### src/rtl/wash_input_conditioner.sv
// Washer controller front end: synchronises and debounces panel/sensor switches, tracks coin credit,
// and produces the controller's sig_* inputs. Define WATCHDOG_EN to replace raw_Time_Out with a stall watchdog.
module wash_input_conditioner #(
    parameter int          DEBOUNCE_CYCLES = 16,
    parameter int          COINS_REQUIRED  = 2,
    parameter int          CREDIT_W        = 3,
    parameter logic [2:0]  IDLE_STATE      = 3'd0,
    parameter int          TIMEOUT_CYCLES  = 1000,
    parameter int          TIMER_W         = 16
) (
    input  logic                clock,
    input  logic                reset_n,
    input  logic                raw_Lid,
    input  logic                raw_Coin,
    input  logic                raw_Cancel,
    input  logic                raw_Time_Out,
    input  logic                raw_Out_Of_Balance,
    input  logic                raw_Motor_Failure,
    input  logic [2:0]          state,
    output logic                sig_Lid_Closed,
    output logic                sig_Coin,
    output logic                sig_Cancel,
    output logic                sig_Time_Out,
    output logic                sig_Out_Of_Balance,
    output logic                sig_Motor_Failure,
    output logic [CREDIT_W-1:0] credit,
    output logic                coin_Refund
);

    localparam int N_IN   = 6;
    localparam int I_LID  = 0;
    localparam int I_COIN = 1;
    localparam int I_CAN  = 2;
    localparam int I_TO   = 3;
    localparam int I_OOB  = 4;
    localparam int I_MF   = 5;

    localparam logic [TIMER_W-1:0]  DB_LIMIT = TIMER_W'(DEBOUNCE_CYCLES);
    localparam logic [CREDIT_W-1:0] CR_LIMIT = CREDIT_W'(COINS_REQUIRED);

    logic [N_IN-1:0]    raw_vec;
    logic [N_IN-1:0]    sync1_q, sync2_q, level_q;
    logic [TIMER_W-1:0] db_cnt_q [N_IN];

    assign raw_vec = {raw_Motor_Failure, raw_Out_Of_Balance, raw_Time_Out,
                      raw_Cancel, raw_Coin, raw_Lid};

    // Counter runs only while synced level disagrees with the debounced level; any bounce back clears it.
    // NOTE: the counter array is a handful of flops, not a RAM, so every element is reset explicitly.
    always_ff @(posedge clock or negedge reset_n) begin
        if (!reset_n) begin
            sync1_q <= '0;
            sync2_q <= '0;
            level_q <= '0;
            for (int i = 0; i < N_IN; i++) db_cnt_q[i] <= '0;
        end else begin
            // NOTE: non-blocking assignments let sync2_q take the old sync1_q, forming a real 2-flop chain.
            sync1_q <= raw_vec;
            sync2_q <= sync1_q;
            for (int i = 0; i < N_IN; i++) begin
                if (sync2_q[i] == level_q[i]) begin
                    db_cnt_q[i] <= '0;
                end else if (db_cnt_q[i] == DB_LIMIT) begin
                    level_q[i]  <= sync2_q[i];
                    db_cnt_q[i] <= '0;
                end else begin
                    db_cnt_q[i] <= db_cnt_q[i] + TIMER_W'(1);
                end
            end
        end
    end

    logic                coin_prev_q, cancel_prev_q;
    logic                coin_rise, cancel_rise;
    logic [CREDIT_W-1:0] credit_q, credit_d;
    logic                sig_coin_q, sig_coin_d;
    logic                cancel_q, cancel_d;
    logic                refund_q, refund_d;

    assign coin_rise   = level_q[I_COIN] & ~coin_prev_q;
    assign cancel_rise = level_q[I_CAN]  & ~cancel_prev_q;

    // NOTE: every always_comb output gets a default first so no path can infer a latch.
    always_comb begin
        credit_d = credit_q;
        refund_d = 1'b0;
        cancel_d = cancel_rise;
        if (state != IDLE_STATE) begin
            credit_d = '0;
            refund_d = coin_rise;
        end else if (cancel_rise) begin
            credit_d = '0;
            refund_d = (credit_q != '0) | coin_rise;
        end else if (coin_rise) begin
            if (credit_q < CR_LIMIT) credit_d = credit_q + CREDIT_W'(1);
            else                     refund_d = 1'b1;
        end
        sig_coin_d = (credit_d == CR_LIMIT);
    end

    always_ff @(posedge clock or negedge reset_n) begin
        if (!reset_n) begin
            coin_prev_q   <= 1'b0;
            cancel_prev_q <= 1'b0;
            credit_q      <= '0;
            sig_coin_q    <= 1'b0;
            cancel_q      <= 1'b0;
            refund_q      <= 1'b0;
        end else begin
            coin_prev_q   <= level_q[I_COIN];
            cancel_prev_q <= level_q[I_CAN];
            credit_q      <= credit_d;
            sig_coin_q    <= sig_coin_d;
            cancel_q      <= cancel_d;
            refund_q      <= refund_d;
        end
    end

`ifdef WATCHDOG_EN
    logic [2:0]         state_q;
    logic [TIMER_W-1:0] wd_cnt_q;
    logic               timeout_q;
    logic               unused_timeout_path;

    assign unused_timeout_path = level_q[I_TO];

    // Any state change (or idle) restarts the stall window.
    always_ff @(posedge clock or negedge reset_n) begin
        if (!reset_n) begin
            state_q   <= '0;
            wd_cnt_q  <= '0;
            timeout_q <= 1'b0;
        end else begin
            state_q <= state;
            if (state == IDLE_STATE || state != state_q) begin
                wd_cnt_q  <= '0;
                timeout_q <= 1'b0;
            end else if (wd_cnt_q == TIMER_W'(TIMEOUT_CYCLES - 1)) begin
                wd_cnt_q  <= '0;
                timeout_q <= 1'b1;
            end else begin
                wd_cnt_q  <= wd_cnt_q + TIMER_W'(1);
                timeout_q <= 1'b0;
            end
        end
    end

    assign sig_Time_Out = timeout_q;
`else
    assign sig_Time_Out = level_q[I_TO];
`endif

    assign sig_Lid_Closed     = level_q[I_LID];
    assign sig_Out_Of_Balance = level_q[I_OOB];
    assign sig_Motor_Failure  = level_q[I_MF];
    assign sig_Coin           = sig_coin_q;
    assign sig_Cancel         = cancel_q;
    assign credit             = credit_q;
    assign coin_Refund        = refund_q;

endmodule
### config.mk
export PLATFORM = sky130hd
export DESIGN_NAME = wash_input_conditioner
export DESIGN_NICKNAME = d
export VERILOG_FILES = /design/src/rtl/wash_input_conditioner.sv
export SDC_FILE = /design/constraint.sdc
export NUM_CORES = 1
export LEC_CHECK = 0
export BUFFER_PORTS_ARGS = -buffer_cell sky130_fd_sc_hd__buf_2
export CAP_MARGIN = 20
export CORE_ASPECT_RATIO = 1.75
export CORE_MARGIN = 4
export CORE_UTILIZATION = 30
export CTS_CLUSTER_DIAMETER = 60
export CTS_CLUSTER_SIZE = 10
export DETAILED_ROUTE_END_ITERATION = 10
export SYNTH_ARGS = -nofsm -noshare
export SYNTH_HDL_FRONTEND = slang
export SYNTH_SLANG_ARGS = --single-unit
### constraint.sdc
create_clock -name clock -period 1.5 [get_ports clock]
set_input_delay 0 -clock clock [delete_from_list [all_inputs] [get_ports clock]]
set_output_delay 0 -clock clock [all_outputs]
set_load 0.05 [all_outputs]
==> results <==
- The global router's overall resource usage is 12.06%.
- The die outline width is about 110 um.
- Dividing the detail-routed wire length by the instance count gives 12.89 um.
- In the routed design, unresolved DRC markers number 0.
- Of all flip-flops after synthesis, the portion carrying an async set or reset was 100.0%.
- Buffers placed on the I/O ports in this run total 20.
- For this block, the routed nets add up to approximately 12 mm of wire.
- Yosys attributes the largest share of cell area to sky130_fd_sc_hd__dfrtp_1 (53%), sky130_fd_sc_hd__xnor2_1 (8.9%), sky130_fd_sc_hd__nor2_1 (6.5%), sky130_fd_sc_hd__xor2_1 (4.3%), sky130_fd_sc_hd__nand4_1 (3.2%).
- TritonCTS built the clock tree.
- The total placed cells including tap cells is 887.
- The worst pin sits at a relative slew slack of between 70% and 80%.
- Before antenna repair, the detailed router went through 4 iterations.
- Signal routing reaches up to met4.
- The most instantiated flip-flop cell in the synthesis netlist is sky130_fd_sc_hd__dfrtp_1.
- In the final layout, the multi-input gates occupy between 2000 and 3000 um2.
- The post-detailed-route via-to-cell ratio is ~4.7.
- The register area is approximately 3000 um2.
- For this block, the initial DRC count from the detailed router was approximately 150.
- Synthesis handed over a netlist of between 500 and 600 instances.
- The worst-case IR drop observed on VDD is between 0.6 and 0.7 mV.
- The number of clock sinks is 122.
- After synthesis, the most frequently instantiated cells are sky130_fd_sc_hd__dfrtp_1 (122), sky130_fd_sc_hd__nor2_1 (99), sky130_fd_sc_hd__xnor2_1 (58), sky130_fd_sc_hd__nand3_1 (31), sky130_fd_sc_hd__nand2_1 (30).
- The number of enable-type register cells in the synthesized netlist is 0.
- The largest total area in the synthesized netlist belongs to sky130_fd_sc_hd__dfrtp_1.
- The critical path goes through and4_4 > nand2_1 > or4_1 > a21oi_1.
- The layout has between 1,500 and 2,000 filler cells.
- Detailed placement finished with a half-perimeter wire length of approximately 8.6 mm.
- The number of buffers added by the clock tree synthesis step is 17.
- Across the run, the number of max-cap violations was 0.
- The number of nets handed over by synthesis was about 590.
- The critical path is of the flop to flop type.
- For the final database, setup skew stands at ~0.011 ns.
- Of all nets on the critical path, the largest fanout is 4.
- The number of antenna diodes in the final layout is 0.
- The via count of the first global-routing pass is approximately 4,700.
- The detailed-routing wirelength on met1 is between 4 and 5 mm.
- For this run, the top clock speed supported by timing is slightly below 700 MHz.
- The latest clock arrival within the worst-skew pair is 0.41 ns.
- For this configuration, the core starts out at a cell density of a little under a third.
- The area of the die is 21,470 um2.
- The die is 190.9 um tall.
- Setup violations remaining at the end of the flow were counted as 0.
- The fraction of the cycle the final worst path needs is between 90% and 100%.
- The first-pass GRT wire length is ~21 mm.
- In this run the worst hold path is classified as input port to async pin.
- For this block, the via count after detailed routing is 4,454.
- Yosys printed 0 warnings.
- The largest net degree at the start of global routing is 32.
- The final number of hold-violating endpoints is 0.
- Setup repair after global routing could not meet its margin everywhere.
- In the detailed route, the total length drawn on met3 is between 200 and 250 um.
- The run finished with clean final reports.
- The most common cell in the synthesized netlist is sky130_fd_sc_hd__dfrtp_1.
- The element type at the critical path start is a flop.
- The final count of pins violating max slew is 0.
- The detail route stage leaves a number of antenna-violating nets equal to 0.
- The master cell of the clock root buffer is sky130_fd_sc_hd__clkbuf_16.
- Counting both buffers and inverters, the worst setup path holds a total of 0.
- The detailed-routed wire length on met2 is around 7.0 mm.
- The area growth from synthesis to layout is 34.82%.
- Sequential cells were found to cover 53.26% of the synthesized design area.
- Summed over all layers, the global routing overflow is 0.
- For this design the ratio of total power to cell area is between 900 and 1000 nW/um2.
- The slowest stage of the critical path belongs to the cell sky130_fd_sc_hd__or4_1.
- Adding up every negative setup slack in the final design gives 0 ns.
- The maximum level of the CTS H-tree is 4.
- Counting along the longest clock path gives a buffer depth of 2.
- The area of the mapped netlist is approximately 5700 um2.
- The fraction of layout cells with a size suffix above 1 is between 20% and 30%.
- After floorplanning, the core was divided into 66 placement rows.
- The kind of cell adding the most delay to the critical path is simple AND/OR/NAND/NOR gates.
- During I/O placement, the number of pins put on the boundary was 21.
- The data required time at the worst endpoint is 1.83 ns.
- The post-synthesis register bit count is about 120.
- The kind of capture point of the worst setup path is a flop.
- The analysis attributes to cell leakage a power of approximately 3.3 nW.
- After the last flow step, the layout net total stands at between 700 and 800.
- The final instance count without filler cells is around 940.
- The largest single stage delay on the critical path is roughly 0.48 ns.
- The placeable core area is between 15,000 and 20,000 um2.
- After synthesis, the mean cell area works out to 10.16 um2.
- The post-route minimum period is between 1 and 1.5 ns.
- For the pin with the worst max-slew slack, the measured transition is 0.4023 ns.
- The initial antenna violation count was 0.
- At the end of routability-driven placement, the weighted congestion stood at ~0.76.
- The clock slew seen by the registers of the worst setup and hold paths is 0.06 ns.
- The data arrival time at the worst-slack endpoint is 1.81 ns.
- The count of cell types in the netlist is 31.
- The synthesized design devotes to its leading area cell type between 50 and 60% of total area.
-- logic make-up after synthesis --
| kind of cell | after synthesis | synth area share (%) |
|---|---|---|
| flops | 122 | 53.26 |
| mux | 6 | 1.179 |
| xor+xnor | 86 | 13.14 |
| fa+ha+maj | 14 | 3.056 |
| simple gates | 284 | 25.32 |
| buf+inv | 38 | 2.729 |
| compound gates | 14 | 1.310 |
-- registers in the layout, summed over array words and instances, names as in the netlist --
register,cells
cancel_prev_q,1
coin_Refund,1
coin_prev_q,1
credit,3
db_cnt_q,96
level_q,6
sig_Cancel,1
sig_Coin,1
sync1_q,6
sync2_q,6
-- layout make-up --
cell class / instances / area share (%)
flip-flops and latches: 122 / 39.64
multi-input cells: 404 / 35.80
repair buffers: 118 / 12.37
clock buffers: 21 / 6.088
well taps: 238 / 3.854
inverters: 27 / 1.312
clock inverters: 8 / 0.9391
-- cell usage in the layout, fill, tap and decap left out, types with 6 or more instances in the layout --
cell                            instances
sky130_fd_sc_hd__a21oi_1                6
sky130_fd_sc_hd__and3_1                 7
sky130_fd_sc_hd__and4_1                 6
sky130_fd_sc_hd__buf_2                 19
sky130_fd_sc_hd__buf_4                 76
sky130_fd_sc_hd__buf_6                  8
sky130_fd_sc_hd__clkbuf_16             17
sky130_fd_sc_hd__dfrtp_1              114
sky130_fd_sc_hd__dfrtp_2                8
sky130_fd_sc_hd__dlygate4sd3_1         10
sky130_fd_sc_hd__ha_1                  12
sky130_fd_sc_hd__inv_1                 27
sky130_fd_sc_hd__mux2_2                 6
sky130_fd_sc_hd__nand2_1               25
sky130_fd_sc_hd__nand3_1               29
sky130_fd_sc_hd__nand4_1               29
sky130_fd_sc_hd__nor2_1                93
sky130_fd_sc_hd__nor2_2                 6
sky130_fd_sc_hd__nor3_1                21
sky130_fd_sc_hd__nor3b_2                6
sky130_fd_sc_hd__nor4_1                11
sky130_fd_sc_hd__nor4_2                16
sky130_fd_sc_hd__xnor2_1               58
sky130_fd_sc_hd__xor2_1                28
-- worst paths after layout --
check / end / startpoint / slack (ns) / cells past startpoint
worst max-delay path: db_cnt_q[95] / db_cnt_q[85] / 0.02 / 4
worst min-delay path: db_cnt_q[91] / reset_n / 0.06 / 2
worst max register to register: db_cnt_q[95] / db_cnt_q[85] / 0.02 / 4
worst min register to register: sync2_q[4] / sync1_q[4] / 0.35 / 0
max in group asynchronous: db_cnt_q[52] / reset_n / 0.88 / 3
min in group clock: sync1_q[1] / raw_Coin / 0.23 / 2
-- what timing repair did --
item	CTS	global route
setup buffers	4	8
pin swaps	0	27
hold buffers	10	0
endpoints found under the setup margin	60	94
resized for setup	7	57
endpoints found under the hold margin	133	0
-- routing by layer --
layer  vias to the layer above  GRT usage, %
met4                         0         5.738
li1                       2184             -
met5                         -             0
met2                        45         23.47
met1                      2198         11.91
met3                        27         2.477
-- stage by stage --
stage	hold WS [ns]	area [um2]	utilization (%)	total power, mW	setup slack (ns)
global placement	-0.04275	6713	35.97	3.807	0.002725
CTS	0.06327	7426	39.79	7.635	0.0003672
finish	0.06492	7727	41.41	7.551	0.02372
detailed placement	-0.04018	6713	35.97	3.815	-0.02145
floorplan	-0.2956	5734	-	3.592	0.009981
global route	0.08560	7727	41.41	7.859	-0.05457
-- worst register-to-register path: cells and delay by family, from the launching register on --
kind / cells / cell delay [ns]
AND/OR/NAND/NOR: 3 / 0.83
AO/OA/AOI/OAI: 1 / 0.16
flip-flops: 1 / 0.41
-- power by group --
group,switching [mW],internal (mW)
clock network,1.38,2.36
registers,0.0568,3.35
logic,0.206,0.198
Power figures use the tool's default switching activity.
